--- src/rtl/counter_cmd_ctrl.sv ---
// rtl/counter_cmd_ctrl.sv - button/switch conditioning and strobe generation for the saturating counter
// Optional auto-repeat of held direction buttons is enabled by defining CMD_AUTO_REPEAT_EN.
module counter_cmd_ctrl #(
    parameter int WIDTH      = 5,
    parameter int DB_CYCLES  = 4,
    parameter int REP_DELAY  = 16,
    parameter int REP_PERIOD = 4
) (
    input  logic             CLK,
    input  logic             RST,
    input  logic             BTN_UP,
    input  logic             BTN_DOWN,
    input  logic             BTN_LOAD,
    input  logic [WIDTH-1:0] SW,
    input  logic             High,
    input  logic             Low,
    output logic             Up,
    output logic             Down,
    output logic             Load,
    output logic [WIDTH-1:0] IN
);

    localparam logic [7:0] CNT_LAST = 8'(DB_CYCLES - 1);

    // bit 0 = up, bit 1 = down, bit 2 = load
    logic [2:0]       btn_s1, btn_s2;
    logic [2:0]       db_lvl, db_prev;
    logic [7:0]       db_cnt [3];
    logic [WIDTH-1:0] sw_s1, sw_s2;
    logic [2:0]       press;

    always_ff @(posedge CLK or negedge RST) begin
        if (!RST) begin
            btn_s1  <= '0;
            btn_s2  <= '0;
            sw_s1   <= '0;
            sw_s2   <= '0;
            db_lvl  <= '0;
            db_prev <= '0;
            for (int i = 0; i < 3; i++) db_cnt[i] <= '0;
        end else begin
            btn_s1  <= {BTN_LOAD, BTN_DOWN, BTN_UP};
            btn_s2  <= btn_s1;
            sw_s1   <= SW;
            sw_s2   <= sw_s1;
            db_prev <= db_lvl;
            for (int i = 0; i < 3; i++) begin
                if (btn_s2[i] != db_lvl[i]) begin
                    if (db_cnt[i] == CNT_LAST) begin
                        db_lvl[i] <= btn_s2[i];
                        db_cnt[i] <= '0;
                    end else begin
                        db_cnt[i] <= db_cnt[i] + 8'd1;
                    end
                end else begin
                    db_cnt[i] <= '0;
                end
            end
        end
    end

    assign press = db_lvl & ~db_prev;

    typedef enum logic [2:0] {
        S_IDLE   = 3'd0,
        S_FIRST  = 3'd1,
`ifdef CMD_AUTO_REPEAT_EN
        S_WAIT   = 3'd2,
        S_REPEAT = 3'd3,
`else
        S_HOLD   = 3'd4,
`endif
        S_BLOCK  = 3'd5
    } state_t;

    state_t state, state_nxt;
    logic   dir, dir_nxt;       // 0 = up, 1 = down
    logic   dir_due, load_due, act_lvl;
    logic   up_nxt, down_nxt;

`ifdef CMD_AUTO_REPEAT_EN
    localparam int REP_MAX = (REP_DELAY > REP_PERIOD) ? REP_DELAY : REP_PERIOD;
    localparam int TW      = (REP_MAX > 2) ? $clog2(REP_MAX) : 1;
    logic [TW-1:0] timer, timer_nxt;
`endif

    always_ff @(posedge CLK or negedge RST) begin
        if (!RST) begin
            state <= S_IDLE;
            dir   <= 1'b0;
            Up    <= 1'b0;
            Down  <= 1'b0;
            Load  <= 1'b0;
            IN    <= '0;
`ifdef CMD_AUTO_REPEAT_EN
            timer <= '0;
`endif
        end else begin
            state <= state_nxt;
            dir   <= dir_nxt;
            Up    <= up_nxt;
            Down  <= down_nxt;
            Load  <= load_due;
            if (load_due) IN <= sw_s2;
`ifdef CMD_AUTO_REPEAT_EN
            timer <= timer_nxt;
`endif
        end
    end

    always_comb begin
        state_nxt = state;
        dir_nxt   = dir;
        dir_due   = 1'b0;
        act_lvl   = dir ? db_lvl[1] : db_lvl[0];
`ifdef CMD_AUTO_REPEAT_EN
        timer_nxt = timer;
`endif
        if (db_lvl[0] && db_lvl[1]) begin
            state_nxt = S_BLOCK;
        end else begin
            case (state)
                S_IDLE: begin
                    if (press[0] || press[1]) begin
                        state_nxt = S_FIRST;
                        dir_nxt   = press[1];
                        dir_due   = 1'b1;
                    end
                end
                S_FIRST: begin
                    if (!act_lvl) begin
                        state_nxt = S_IDLE;
                    end else begin
`ifdef CMD_AUTO_REPEAT_EN
                        // FIRST already consumed one cycle of the delay
                        state_nxt = S_WAIT;
                        timer_nxt = TW'(REP_DELAY - 2);
`else
                        state_nxt = S_HOLD;
`endif
                    end
                end
`ifdef CMD_AUTO_REPEAT_EN
                S_WAIT: begin
                    if (!act_lvl) begin
                        state_nxt = S_IDLE;
                    end else if (timer == '0) begin
                        dir_due = 1'b1;
                        if (load_due) begin
                            timer_nxt = TW'(REP_DELAY - 1);
                        end else begin
                            state_nxt = S_REPEAT;
                            timer_nxt = TW'(REP_PERIOD - 1);
                        end
                    end else begin
                        timer_nxt = timer - 1'b1;
                    end
                end
                S_REPEAT: begin
                    if (!act_lvl) begin
                        state_nxt = S_IDLE;
                    end else if (timer == '0) begin
                        dir_due   = 1'b1;
                        timer_nxt = TW'(REP_PERIOD - 1);
                    end else begin
                        timer_nxt = timer - 1'b1;
                    end
                end
`else
                S_HOLD: begin
                    if (!act_lvl) state_nxt = S_IDLE;
                end
`endif
                S_BLOCK: begin
                    if (db_lvl[1:0] == 2'b00) state_nxt = S_IDLE;
                end
                default: state_nxt = S_IDLE;
            endcase
        end
    end

    // Load wins any collision; saturation only suppresses the pulse, never the FSM
    always_comb begin
        load_due = press[2];
        up_nxt   = dir_due && !dir_nxt && !High && !load_due;
        down_nxt = dir_due &&  dir_nxt && !Low  && !load_due;
    end

endmodule

--- config.mk ---
export PLATFORM = sky130hd
export DESIGN_NAME = counter_cmd_ctrl
export DESIGN_NICKNAME = d
export VERILOG_FILES = /design/src/rtl/counter_cmd_ctrl.sv
export SDC_FILE = /design/constraint.sdc
export NUM_CORES = 1
export LEC_CHECK = 0
export ABC_AREA = 1
export BUFFER_PORTS_ARGS = -buffer_cell sky130_fd_sc_hd__buf_2
export CORE_MARGIN = 1.5
export CORE_UTILIZATION = 50
export DETAILED_ROUTE_END_ITERATION = 8
export GPL_TIMING_DRIVEN = 0
export PLACE_DENSITY = 0.69
export SLEW_MARGIN = 20
export SYNTH_ARGS = -nofsm -noshare
export SYNTH_HDL_FRONTEND = slang
export SYNTH_SLANG_ARGS = --single-unit
--- constraint.sdc ---
create_clock -name CLK -period 1.9 [get_ports CLK]
set_clock_uncertainty 0.05 [all_clocks]
set_input_delay 0.095 -clock CLK [delete_from_list [all_inputs] [get_ports CLK]]
set_output_delay 0.095 -clock CLK [all_outputs]
set_load 0.005 [all_outputs]
Yosys cells after proc, flatten, opt, wreduce, memory -nomap -nowiden

Index checks and enable logic that the tools add are counted.

Bitwise logic cells: 2
Add/sub/neg operators: 3
Reductions and logical operators: 18
Equality and inequality tests: 12
Multiplexer cells: 19

Operators by type and width:

| operator              | number |
|---|---|
| $mux W8               | 6 |
| $add A8 B1 Y8 const B | 3 |
| $eq A8 B2 Y1 const B  | 3 |
| $mux W3               | 5 |
| $pmux W3 S4           | 1 |
| $ne A3 B3 Y1 const B  | 3 |
| $logic_and A1 B1 Y1   | 7 |
| $mux W1               | 7 |
| $eq A3 B3 Y1 const B  | 2 |
| $reduce_and A2 Y1     | 3 |
| $logic_not A1 Y1      | 4 |
| $and A3 B3 Y3         | 1 |
| $eq A3 B1 Y1 const B  | 1 |
| $logic_not A3 Y1      | 1 |
| $ne A1 B1 Y1          | 3 |
| $not A3 Y3            | 1 |
| $reduce_and A3 Y1     | 1 |
| $logic_not A2 Y1      | 1 |
| $logic_or A1 B1 Y1    | 1 |

Word-level logic and storage cells: 71
Register bits: 58
Input port bits: 12

Logic depth before layout (Yosys ltp)

Word-level depth: 10
Gate-level depth with buffers: 7
Depth with buffers taken out: 7

Least setup slack after synthesis

No wires, ideal clock.

Path type: register -> register
From: reg db_lvl[1]
To: reg state[0]
Data required time: 1733 ps
Buffers on the path: 0
Setup time: 117 ps
Arrival: 1144 ps
Cell stages (with the launch flop): 7
Path slack: 589 ps
Cell sequence: dfrtp_1 -> ha_1 -> inv_1 -> nor3_1 -> nor2_1 -> nand3_1 -> nand2_1

Longest elaborated chain between the ends: 4

Ends and longest elaborated chain:

| item                               | line | source |
|---|---|---|
| start, declared                    | 27   | `logic [2:0] db_lvl, db_prev;` |
| start signal, assigned by index    | 50   | `db_lvl[i] <= btn_s2[i];` |
| $and A3 B3 Y3                      | 62   | `assign press = db_lvl & ~db_prev;` |
| $logic_or A1 B1 Y1                 | 124  | `if (press[0] \|\| press[1]) begin` |
| $ne A3 B3 Y1 (no source line)      | -    |  |
| $reduce_and A3 Y1 (no source line) | -    |  |
| end signal, assigned               | 99   | `state <= state_nxt;` |
| end, declared                      | 76   | `state_t state, state_nxt;` |

Several ways; a longest one is shown, not always the timed one.
A chain may end at the register's enable or synchronous reset.

Worst setup path in the final report

Ends and elaborated chain as after synthesis.

==> reports/metrics.yaml <==
drt:
  num_vias: 1589
  vias_per_cell: 4.80
  drtIter0Drc: 120
  wl_per_cell_um: 11.3
  wl_um: 3730
  postRouteAntennaNets: 0
  drc: 0
  dr.pass1.iters: 4
synthesis:
  synth_edf_count: 0
  synthAdderAreaFrac_pct: 2.16
  synth_flop_cell: "dfrtp_1"
  yosysSeqAreaShare_pct: 61.5
  synth_top_family_by_area: "simple AND/OR/NAND/NOR gates"
  ys_seq_elements: 57
  synth_cells: 233
  synth-compound-area-share_pct: 5.01
  async_reset_ff_share_pct: 100
  synth.distinct_cells: 24
  syn_area_per_cell_um2: 9.96
  synthXorXnorAreaFrac_pct: 4.85
  muxShareOfSynthArea_pct: 0
  synthesis.area_mm2: 0.00232
  syn_nets: 249
  synthSimpleGateAreaFrac_pct: 21.7
  yosys_warnings: 0
clock_network:
  cts-hold-fix-buffers: 11
  numCtsBuffers: 9
  clk_path_buf_depth: 2
  cts.sinks: 57
  post_cts.repair.setup_buffers: 0
  cts_root_buf: "clkbuf_8"
  htree_levels: 3
  cts_resized: 0
  clk-insertion-delay-late_ps: 330
  cts_tree: "done"
  clk_pin_slew_ps: 70
cells_and_area:
  finalNetCount: 290
  diodes: 0
  stdcell_count: 331
  drive_gt1_share_pct: 19.0
  stdcell_area_mm2: 0.00276
  area_growth_pct: 19.1
setup_path:
  cp.arrival_ps: 1630
  critPathMaxFanout: 7
  worstSetupEndpointType: "flip-flop"
  start_kind: "flip-flop"
  path_class: "reg2reg"
  cp.required_ps: 2080
job:
  max_cap_violations: 0
pwr:
  powerDensity_mw_per_mm2: 1260
  power.leakage_nw: 1.38
  vdd.ir_drop.worst_mv: 0.676
placed_design:
  place_area_mm2: 0.00248
  place.gp.congestion: 0.821
  port_buffers: 19
  dp.cells: 304
  hpwl_um: 2460
grt:
  grt_pass1_wl_um: 6720
  antenna_found_initial: 0
  grt_usage_pct: 17.6
  grt_pass1_vias: 1663
  grt_max_degree: 58
  grt_remaining_overflow: 0
sta:
  fin_crit_sh_pct: 76.6
  tightestPinTransition_ps: 684
  slew_viol_final: 0
  finalSetupViolCount: 0
  setup_tns_ps: 0
  maxSlewHeadroom_pct: 54.4
  hold_viol: 0
  rsz0062_at_grt: "false"
  max_freq_mhz: 687
  finalCriticalPeriod_ps: 1460
die:
  ioPinCount: 20
  core_mm2: 0.00441
  start_util_pct: 52.6
  die_h_um: 71.1
  dieWidth_um: 71.1
  die_area_mm2: 0.00506
  rows: 24
outcome:
  run_status: "finished clean"
worst_hold_path:
  hp-class: "in2async"
[worst paths after layout]
kind	from	endpoint	slack (ps)	cells past startpoint
setup / recovery	db_lvl[1]	state[0]	440	6
hold / removal	RST	db_cnt[14]	300	2
setup reg to reg	db_lvl[1]	state[0]	440	6
hold reg to reg	sw_s1[1]	sw_s2[1]	300	0
max in group asynchronous	RST	Down	1050	2
min in group CLK	sw_s1[1]	sw_s2[1]	300	0
[flip-flops by register name, summed over array words and instances, names as in the netlist]
name     count
db_prev      3
state        2
IN           5
sw_s1        5
Up           1
db_cnt      24
btn_s1       3
sw_s2        5
db_lvl       3
Down         1
dir          1
btn_s2       3
Load         1
[cells by family after synthesis]
logic type | Yosys count
AO/OA/AOI/OAI | 18
XOR/XNOR | 12
adder cells (fa/ha/maj) | 4
buffers and inverters | 30
flip-flops | 57
AND/OR/NAND/NOR | 112
[cell usage after synthesis, types with 3 or more instances]
cell      number  area, um2
dfrtp_1       57       1430
nand2_1       42        158
nor2_1        37        139
inv_1         25       93.8
nand4_1        9       56.3
nor3_1         8       40.0
xor2_1         7       61.3
a21oi_1        6       30.0
nand3_1        5       25.0
ha_1           4       50.1
nand2_2        4       25.0
xnor2_1        4       35.0
inv_2          3       11.3
nand3_2        3       30.0
nor2_2         3       18.8
o21bai_1       3       22.5
[report_power, final]
part	leakage, nW	internal [W]	switching, W
sequential	0.724	0.00147	0.000200
combinational	0.574	0.000333	0.000528
clock	0.0814	0.000468	0.000497
total	1.38	0.00227	0.00122
[placed cells by master (no fill, tap or decap), drive strengths merged, types with 5 or more instances in the layout]
| cell | netlist | layout |
|---|---|---|
| xor2 | 8 | 8 |
| clkbuf | 0 | 9 |
| clkinv | 2 | 5 |
| nor2 | 41 | 41 |
| nor3 | 8 | 8 |
| inv | 28 | 29 |
| o21ai | 5 | 5 |
| nand2 | 46 | 46 |
| dlygate4sd3 | 0 | 11 |
| dfrtp | 57 | 57 |
| a21oi | 6 | 6 |
| nand3 | 8 | 8 |
| nand4 | 9 | 9 |
| buf | 0 | 19 |
| o21bai | 5 | 5 |
[cell type report]
type | instances | area, um2
multi-input combinational | 146 | 782
timing repair buffer | 30 | 208
fill | 367 | 1650
tap | 52 | 65.1
inverter | 30 | 113
clock buffer | 9 | 124
sequential | 57 | 1430
clock inverter | 7 | 46.3
[metrics by stage]
| step | utilization (%) | power [W] | hold slack, ps | setup slack, ps |
|---|---|---|---|---|
| 6_report | 62.6 | 0.00349 | 298 | 445 |
| 5_1_grt | 62.6 | 0.00377 | 306 | 271 |
| 4_1_cts | 62.6 | 0.00354 | 300 | 435 |
| 3_5_place_dp | 56.3 | 0.00254 | 145 | 435 |
| 3_3_place_gp | 56.2 | 0.00250 | 153 | 497 |
| 2_1_floorplan | - | 0.00228 | -251 | 589 |
[worst max-delay path, cell delays in order, from the launching register on]
cell	delay, ps
dfrtp_1	470
ha_1	310
inv_1	50
nor3_1	270
nor2_1	80
nand3_1	70
nand2_1	50
[routing by layer]
metal | wire length [um] | up-vias | track usage [%]
met5 | 0 | - | 0
met1 | 1780 | 730 | 20.8
met3 | 112 | 13 | 4.84
met4 | 146 | 0 | 13.6
met2 | 1690 | 27 | 27.1
li1 | - | 819 | -
Power figures use the tool's default switching activity.
